--- config.mk ---
export PLATFORM = sky130hd
export DESIGN_NAME = core_reg_read_seq
export DESIGN_NICKNAME = d
export VERILOG_FILES = /design/src/rtl/core_reg_read_seq_pkg.sv /design/src/rtl/core_reg_read_seq.sv
export SDC_FILE = /design/constraint.sdc
export NUM_CORES = 1
export LEC_CHECK = 0
export CORE_UTILIZATION = 40
export DETAILED_ROUTE_END_ITERATION = 10
export PLACE_DENSITY = 0.72
export SETUP_SLACK_MARGIN = 0.5
export SLEW_MARGIN = 30
export SYNTH_ARGS = -nofsm -noshare
export SYNTH_HDL_FRONTEND = slang
export SYNTH_SLANG_ARGS = --single-unit
--- constraint.sdc ---
create_clock -name clk -period 4.8 [get_ports clk]
set_input_delay 0.48 -clock clk [delete_from_list [all_inputs] [get_ports clk]]
set_output_delay 0.48 -clock clk [all_outputs]
set_load 0.03 [all_outputs]
--- src/rtl/core_reg_read_seq_pkg.sv ---
// core_reg_read_seq_pkg: shared core types for the operand read sequencer.
package core_reg_read_seq_pkg;
  typedef logic [3:0] reg_num;
  typedef logic [31:0] word;
  typedef logic [4:0] psr_mode;
  typedef enum logic [1:0] {TAG_NONE, TAG_A, TAG_B, TAG_C} op_tag_e;
  typedef enum logic [1:0] {ST_IDLE, ST_ISSUE, ST_DRAIN} seq_state_e;
endpackage

--- src/rtl/core_reg_read_seq.sv ---
// core_reg_read_seq: issues up to three operand reads on one registered
// register-file port and returns the captured operands together.
module core_reg_read_seq
  import core_reg_read_seq_pkg::*;
(
  input  logic    clk,
  input  logic    rst_n,
  input  logic    start,
  input  psr_mode mode,
  input  reg_num  reg_a,
  input  reg_num  reg_b,
  input  reg_num  reg_c,
  input  logic    use_a,
  input  logic    use_b,
  input  logic    use_c,
  input  logic    flush,
  input  word     rd_value,
  output psr_mode rd_mode,
  output reg_num  rd_r,
  output logic    busy,
  output logic    done,
  output word     value_a,
  output word     value_b,
  output word     value_c
);
  seq_state_e r_state;
  logic [2:0] r_pend;
  reg_num     r_ra, r_rb, r_rc;
  psr_mode    r_mode;
  op_tag_e    r_tag;
  op_tag_e    w_pick;
  logic [2:0] w_pend_next;
  logic [2:0] w_mask;

  function automatic op_tag_e pick(input logic [2:0] p);
    return p[0] ? TAG_A : p[1] ? TAG_B : p[2] ? TAG_C : TAG_NONE;
  endfunction

  always_comb begin
    w_mask      = {use_c, use_b, use_a};
    w_pick      = pick(r_pend);
    w_pend_next = r_pend & (r_pend - 3'd1);
    rd_r        = (r_state != ST_ISSUE) ? '0 :
                  (w_pick == TAG_A) ? r_ra : (w_pick == TAG_B) ? r_rb : r_rc;
  end

  assign busy    = r_state != ST_IDLE;
  assign rd_mode = r_mode;

  // r_tag names the operand whose read data arrives on rd_value this cycle
  always_ff @(posedge clk or negedge rst_n) begin
    if (!rst_n) begin
      r_state <= ST_IDLE;
      r_pend  <= '0;
      r_ra    <= '0;
      r_rb    <= '0;
      r_rc    <= '0;
      r_mode  <= '0;
      r_tag   <= TAG_NONE;
      done    <= 1'b0;
      value_a <= '0;
      value_b <= '0;
      value_c <= '0;
    end else begin
      done  <= 1'b0;
      r_tag <= TAG_NONE;
      if (!flush) begin
        if (r_tag == TAG_A) value_a <= rd_value;
        if (r_tag == TAG_B) value_b <= rd_value;
        if (r_tag == TAG_C) value_c <= rd_value;
      end
      if (flush) begin
        r_state <= ST_IDLE;
        r_pend  <= '0;
      end else begin
        case (r_state)
          ST_IDLE: if (start) begin
            r_ra    <= reg_a;
            r_rb    <= reg_b;
            r_rc    <= reg_c;
            r_mode  <= mode;
            r_pend  <= w_mask;
            r_state <= |w_mask ? ST_ISSUE : ST_IDLE;
            done    <= ~|w_mask;
          end
          ST_ISSUE: begin
            r_pend  <= w_pend_next;
            r_tag   <= w_pick;
            r_state <= |w_pend_next ? ST_ISSUE : ST_DRAIN;
          end
          ST_DRAIN: begin
            r_state <= ST_IDLE;
            done    <= 1'b1;
          end
          default: r_state <= ST_IDLE;
        endcase
      end
    end
  end
endmodule
# == After elaboration in Yosys (flattened, before gate mapping) ==
# Index checks and enable logic that the tools add are counted.
# classes
muxes,19
bitwise_logic,2
n_addsub,1
n_eq_ne,9
n_reduce_logical,11
# op_table
operator,count
$mux 2,8
$mux 4,3
$eq 2x2->1 const B,4
$reduce_and 2->1,4
$eq 2x1->1 const B,3
$mux 3,2
$pmux 3 s2,1
$reduce_or 3->1,2
$pmux 2 s2,1
$and 3x3->3,1
$mux 1,3
$ne 3x3->1 const B,1
$reduce_and 3->1,1
$reduce_bool 3->1,1
$sub 3x1->3 const B,1
$logic_not 2->1,1
$ne 2x1->1 const B,1
$pmux 1 s2,1
$reduce_bool 2->1,1
$logic_not 1->1,1
$not 1->1,1
# word_totals
reg_bits,121
output_inout_bits,107

# == Depth between registers and ports, before layout ==
# depth
depth_word,7
ltp_mapped,5
mapped_depth_nobuf,3

# == Least setup slack after synthesis ==
# OpenSTA, ideal clock, no wires.
# synth_path
path_kind,register -> output
from,register r_pend[1]
to,output port rd_r[0]
path_stages_with_launch,5
t_required_ns,4.320
arrival_ns,1.263
setup_slack_ns,3.057
path_cell_list,dfrtp_1 clkbuf_1 mux2_2 mux2i_1 nor2_1
# synth_via
elab_chain_cells,6
elab_cells_between_ends,7
cone_classes,eq/ne: 2; mux: 5
# synth_rtl
element,line,text
"start, declared",core_reg_read_seq.sv:27,logic [2:0] r_pend;
"start signal, assigned",core_reg_read_seq.sv:82,r_pend <= w_mask;
"start signal, assigned",core_reg_read_seq.sv:87,r_pend <= w_pend_next;
$mux 2 (*) (2 in a row),core_reg_read_seq.sv:36,return p[0] ? TAG_A : p[1] ? TAG_B : p[2] ? TAG_C : TAG_NONE;
$eq 2x2->1,core_reg_read_seq.sv:44,(w_pick == TAG_A) ? r_ra : (w_pick == TAG_B) ? r_rb : r_rc;
$mux 4,core_reg_read_seq.sv:44,
$mux 4 (*),core_reg_read_seq.sv:44,
$mux 4 (*),core_reg_read_seq.sv:43,rd_r = (r_state != ST_ISSUE) ? '0 :
"end, declared",core_reg_read_seq.sv:19,"output reg_num rd_r,"
# Every way passes the cells marked *; elsewhere a longest branch is shown, timed or not.

# == Final worst setup path ==
# layout_path
from,register r_pend[1]
to,output port rd_r[1]
# The elaborated chain is that of the path after synthesis.

==> metrics list <==
* Result of the run: complete, but fails checks
- The final reports fail on design-rule violations.
* Crit path launch type: flip-flop
- Total power draw: 3.25 mW
- On the final layout, the worst clock skew is 0.00929 ns.
* Signed area change from the synthesized netlist to the final layout: 48.3%
- Max-cap violations in this run came to 0.
- For this configuration, the core starts out at a cell density of 41.2%.
- Smallest hold slack: 0.128 ns
- 163 I/O pins were placed.
- The detail route stage leaves a number of antenna-violating nets equal to 0.
- In the final routed layout, each cell accounts on average for 16.4 um.
- Leakage: 3.18 nW
- The critical path in this run is classified as flip-flop to primary output.
- Time the worst path needs with I/O delays and setup: 2.60 ns
- Final worst path period share: 54.2%
- Number of buffers added by the clock tree synthesis step: 17
- Post-place instance area: 6500 um2
- The congestion estimate from routability-driven global placement came to 0.744.
- Finished layout cell area: 7040 um2
- At the pin with the least slew margin, the transition time is 0.760 ns.
- After technology mapping, the gate count stands at 292.
- Setup repair after global routing left no endpoint under its margin.
* Depth of the most critical reg-to-reg path: 3
* Die H: 111 um
- Global routing finished with a remaining overflow of 0.
- Warning count from the yosys run: 0
* Number of global-route vias before repair: 3,186
- The number of antenna diodes in the final layout is 0.
- After detailed routing, the number of remaining DRC violations is 25.
- Tightest slew margin relative to the limit: 49.3%
- Most used cells in the layout excluding fill and tap cells: clkdlybuf4s50_1, dfrtp_1, mux2_2, clkbuf_16
- Core Rows: 39
* Cell area after synthesis: 4750 um2
* Number of nets at the end of the flow: 519
- Clock tree synthesis found a total of 121 sinks.
- P per Cell Area: 462 nW/um2
- CTS Hold Bufs: 0
- Number of post-CTS setup repair buffers: 0
- Register-to-register setup slack: 3.09 ns
- Buffers placed on the I/O ports in this run total 162.
- Final number of hold-violating endpoints: 0
- Critical R2R Launch: r_state[0]$_DFFE_PN0P_
* Overall fraction of global-route tracks in use: 17.8%
- The first global-routing pass estimated 16,700 um of wire.
- Number of setup violations in the final report: 0
- Count of cells resized by post-cts repair: 0
- Data arrival time at the worst-slack endpoint: 2.12 ns
- Number of optimization iterations in the first detailed-route pass: 7
- Insertion delay to the later sink of the worst-skew pair: 0.40 ns
- Req. time, crit path: 4.32 ns
- STA classifies the critical path endpoint as a primary output.
- Summed over all failing endpoints, the final setup total negative slack is 0 ns.
- The floorplan step defined a die boundary enclosing 12,300 um2.
* Number of buffers on the longest clock path: 2
- Total routed wirelength: 10,100 um
- Class of the worst hold path: input port to asynchronous set/reset pin
- Count of final max-slew check failures: 0
- CTS placed an instance of clkbuf_16 at the clock tree root.
- Maximum number of pins on one net before global-route repair: 85
* Vias after detailed routing: 3,011
* Ratio of cells with drive above 1 in the final layout: 30.6%
- Clock-pin slew was measured on the worst setup and hold paths at 0.05 ns.
- Of the synthesized area, sequential elements account for 63.8%.
* Detailed Place HPWL: 6970 um
* Post-synthesis net count: 348
- Floorplan die width: 111 um
* Count of cell types in the netlist: 27
- In this run the critical register-to-register path is captured at r_rc[3]$_DFFE_PN0P_.
- The total area inside the core boundary comes to 11,500 um2.
- H-tree lvl count: 4
- In the routed layout, each cell is associated on average with a via count of 4.88.
- Critical-path maximum fanout: 10
- TritonCTS clock tree: yes
- Count of non-filler cells in the finished layout: 617
- Timing would allow up to 384 MHz.
* Worst IR Drop VDD: 0.000263 V
- Dpl cells: 587
- The detailed router finished its first iteration with 107 violations.
- A synthesized cell averages 16.3 um2.
- The library cell used most frequently in the layout, excluding fill and tap cells, is clkdlybuf4s50_1.
- Counting flops and latches in the post-synthesis netlist gives 121.
* Initial antenna violation count: 0
[critical path, cell delays in order (launching register included)]
cell and delay (ns):
dfrtp_1 0.55, mux2_2 0.38, mux2i_1 0.14, nor2_1 0.06
clkdlybuf4s50_1 0.60
[per-layer routing]
layer / vias to the layer above / global-route usage, % / share of wire [%]
met1: 1505 / 21.6 / 43
met2: 106 / 28.3 / 49
met4: 0 / 9.04 / 2.2
met5: - / 0 / 0
li1: 1378 / - / -
met3: 22 / 6.12 / 6.4
[registers in the layout (all words and copies together) (netlist names)]
signal   flops
done         1
value_a     32
r_ra         4
r_rc         4
r_pend       3
r_tag        2
value_b     32
value_c     32
r_rb         4
r_state      2
rd_mode      5
[kinds of logic after synthesis]
| logic type | share of synthesized area (%) |
|---|---|
| compound gates | 1.74 |
| buf+inv | 2.19 |
| flops | 63.8 |
| mux | 29.3 |
| simple gates | 2.98 |
[per-stage QoR]
| step | util, % | worst slack (ns) |
|---|---|---|
| 3_5_place_dp | 56.4 | 1.87 |
| 4_1_cts | 61.1 | 2.16 |
| 5_1_grt | 61.1 | 2.10 |
| 6_report | 61.1 | 2.20 |
| 2_1_floorplan | - | 3.06 |
| 3_3_place_gp | 56.4 | 1.99 |
[report_power, final]
part	total [mW]	switching, mW	leakage, nW	internal, mW
sequential	1.27	0.0850	1.58	1.18
combinational	0.855	0.444	1.33	0.410
clock	1.13	0.398	0.266	0.734
[synth_stat cells]
cell | count | area share (%)
mux2_2 | 99 | 23
dfrtp_1 | 121 | 64
a21oi_1 | 4 | 0.42
buf_2 | 4 | 0.42
a32o_2 | 1 | 0.24
buf_4 | 6 | 0.95
nor3b_2 | 2 | 0.53
mux2_1 | 9 | 2.1
o31a_2 | 1 | 0.21
or3b_4 | 1 | 0.24
nor2_8 | 1 | 0.42
nor3_1 | 3 | 0.32
buf_12 | 1 | 0.42
nor2b_1 | 1 | 0.13
a21o_1 | 2 | 0.32
nand2_1 | 1 | 0.079
clkbuf_1 | 2 | 0.16
inv_1 | 3 | 0.24
o21ai_0 | 2 | 0.21
mux2_4 | 9 | 2.8
nor2_1 | 8 | 0.63
mux2i_1 | 4 | 0.84
nand3_1 | 2 | 0.21
o32ai_1 | 1 | 0.18
nand2b_1 | 2 | 0.26
and2_2 | 1 | 0.16
a22oi_1 | 1 | 0.16
[area by class of cell]
cell class                 count  area, um2
fill                         899       4480
tap                          143        179
sequential                   121       3030
clock inverter                 2       10.0
clock buffer                  28        527
multi-input combinational    155       1640
timing repair buffer         165       1650
inverter                       3       11.3
[worst max path at each step]
| stage | startpoint | end | slack (ns) | cells after the start |
|---|---|---|---|---|
| final | r_pend[1]$_DFFE_PN0P_ | rd_r[1] | 2.20 | 4 |
| after global routing | r_pend[1]$_DFFE_PN0P_ | rd_r[0] | 2.10 | 4 |
| after CTS | r_pend[1]$_DFFE_PN0P_ | rd_r[1] | 2.16 | 4 |
| after detailed placement | flush | value_c[27]$_DFFE_PN0P_ | 1.87 | 4 |
| after global placement | flush | value_c[3]$_DFFE_PN0P_ | 1.99 | 4 |
| after floorplan | r_pend[1]$_DFFE_PN0P_ | rd_r[0] | 3.06 | 4 |
No activity file was read; power rests on OpenSTA's default activity.
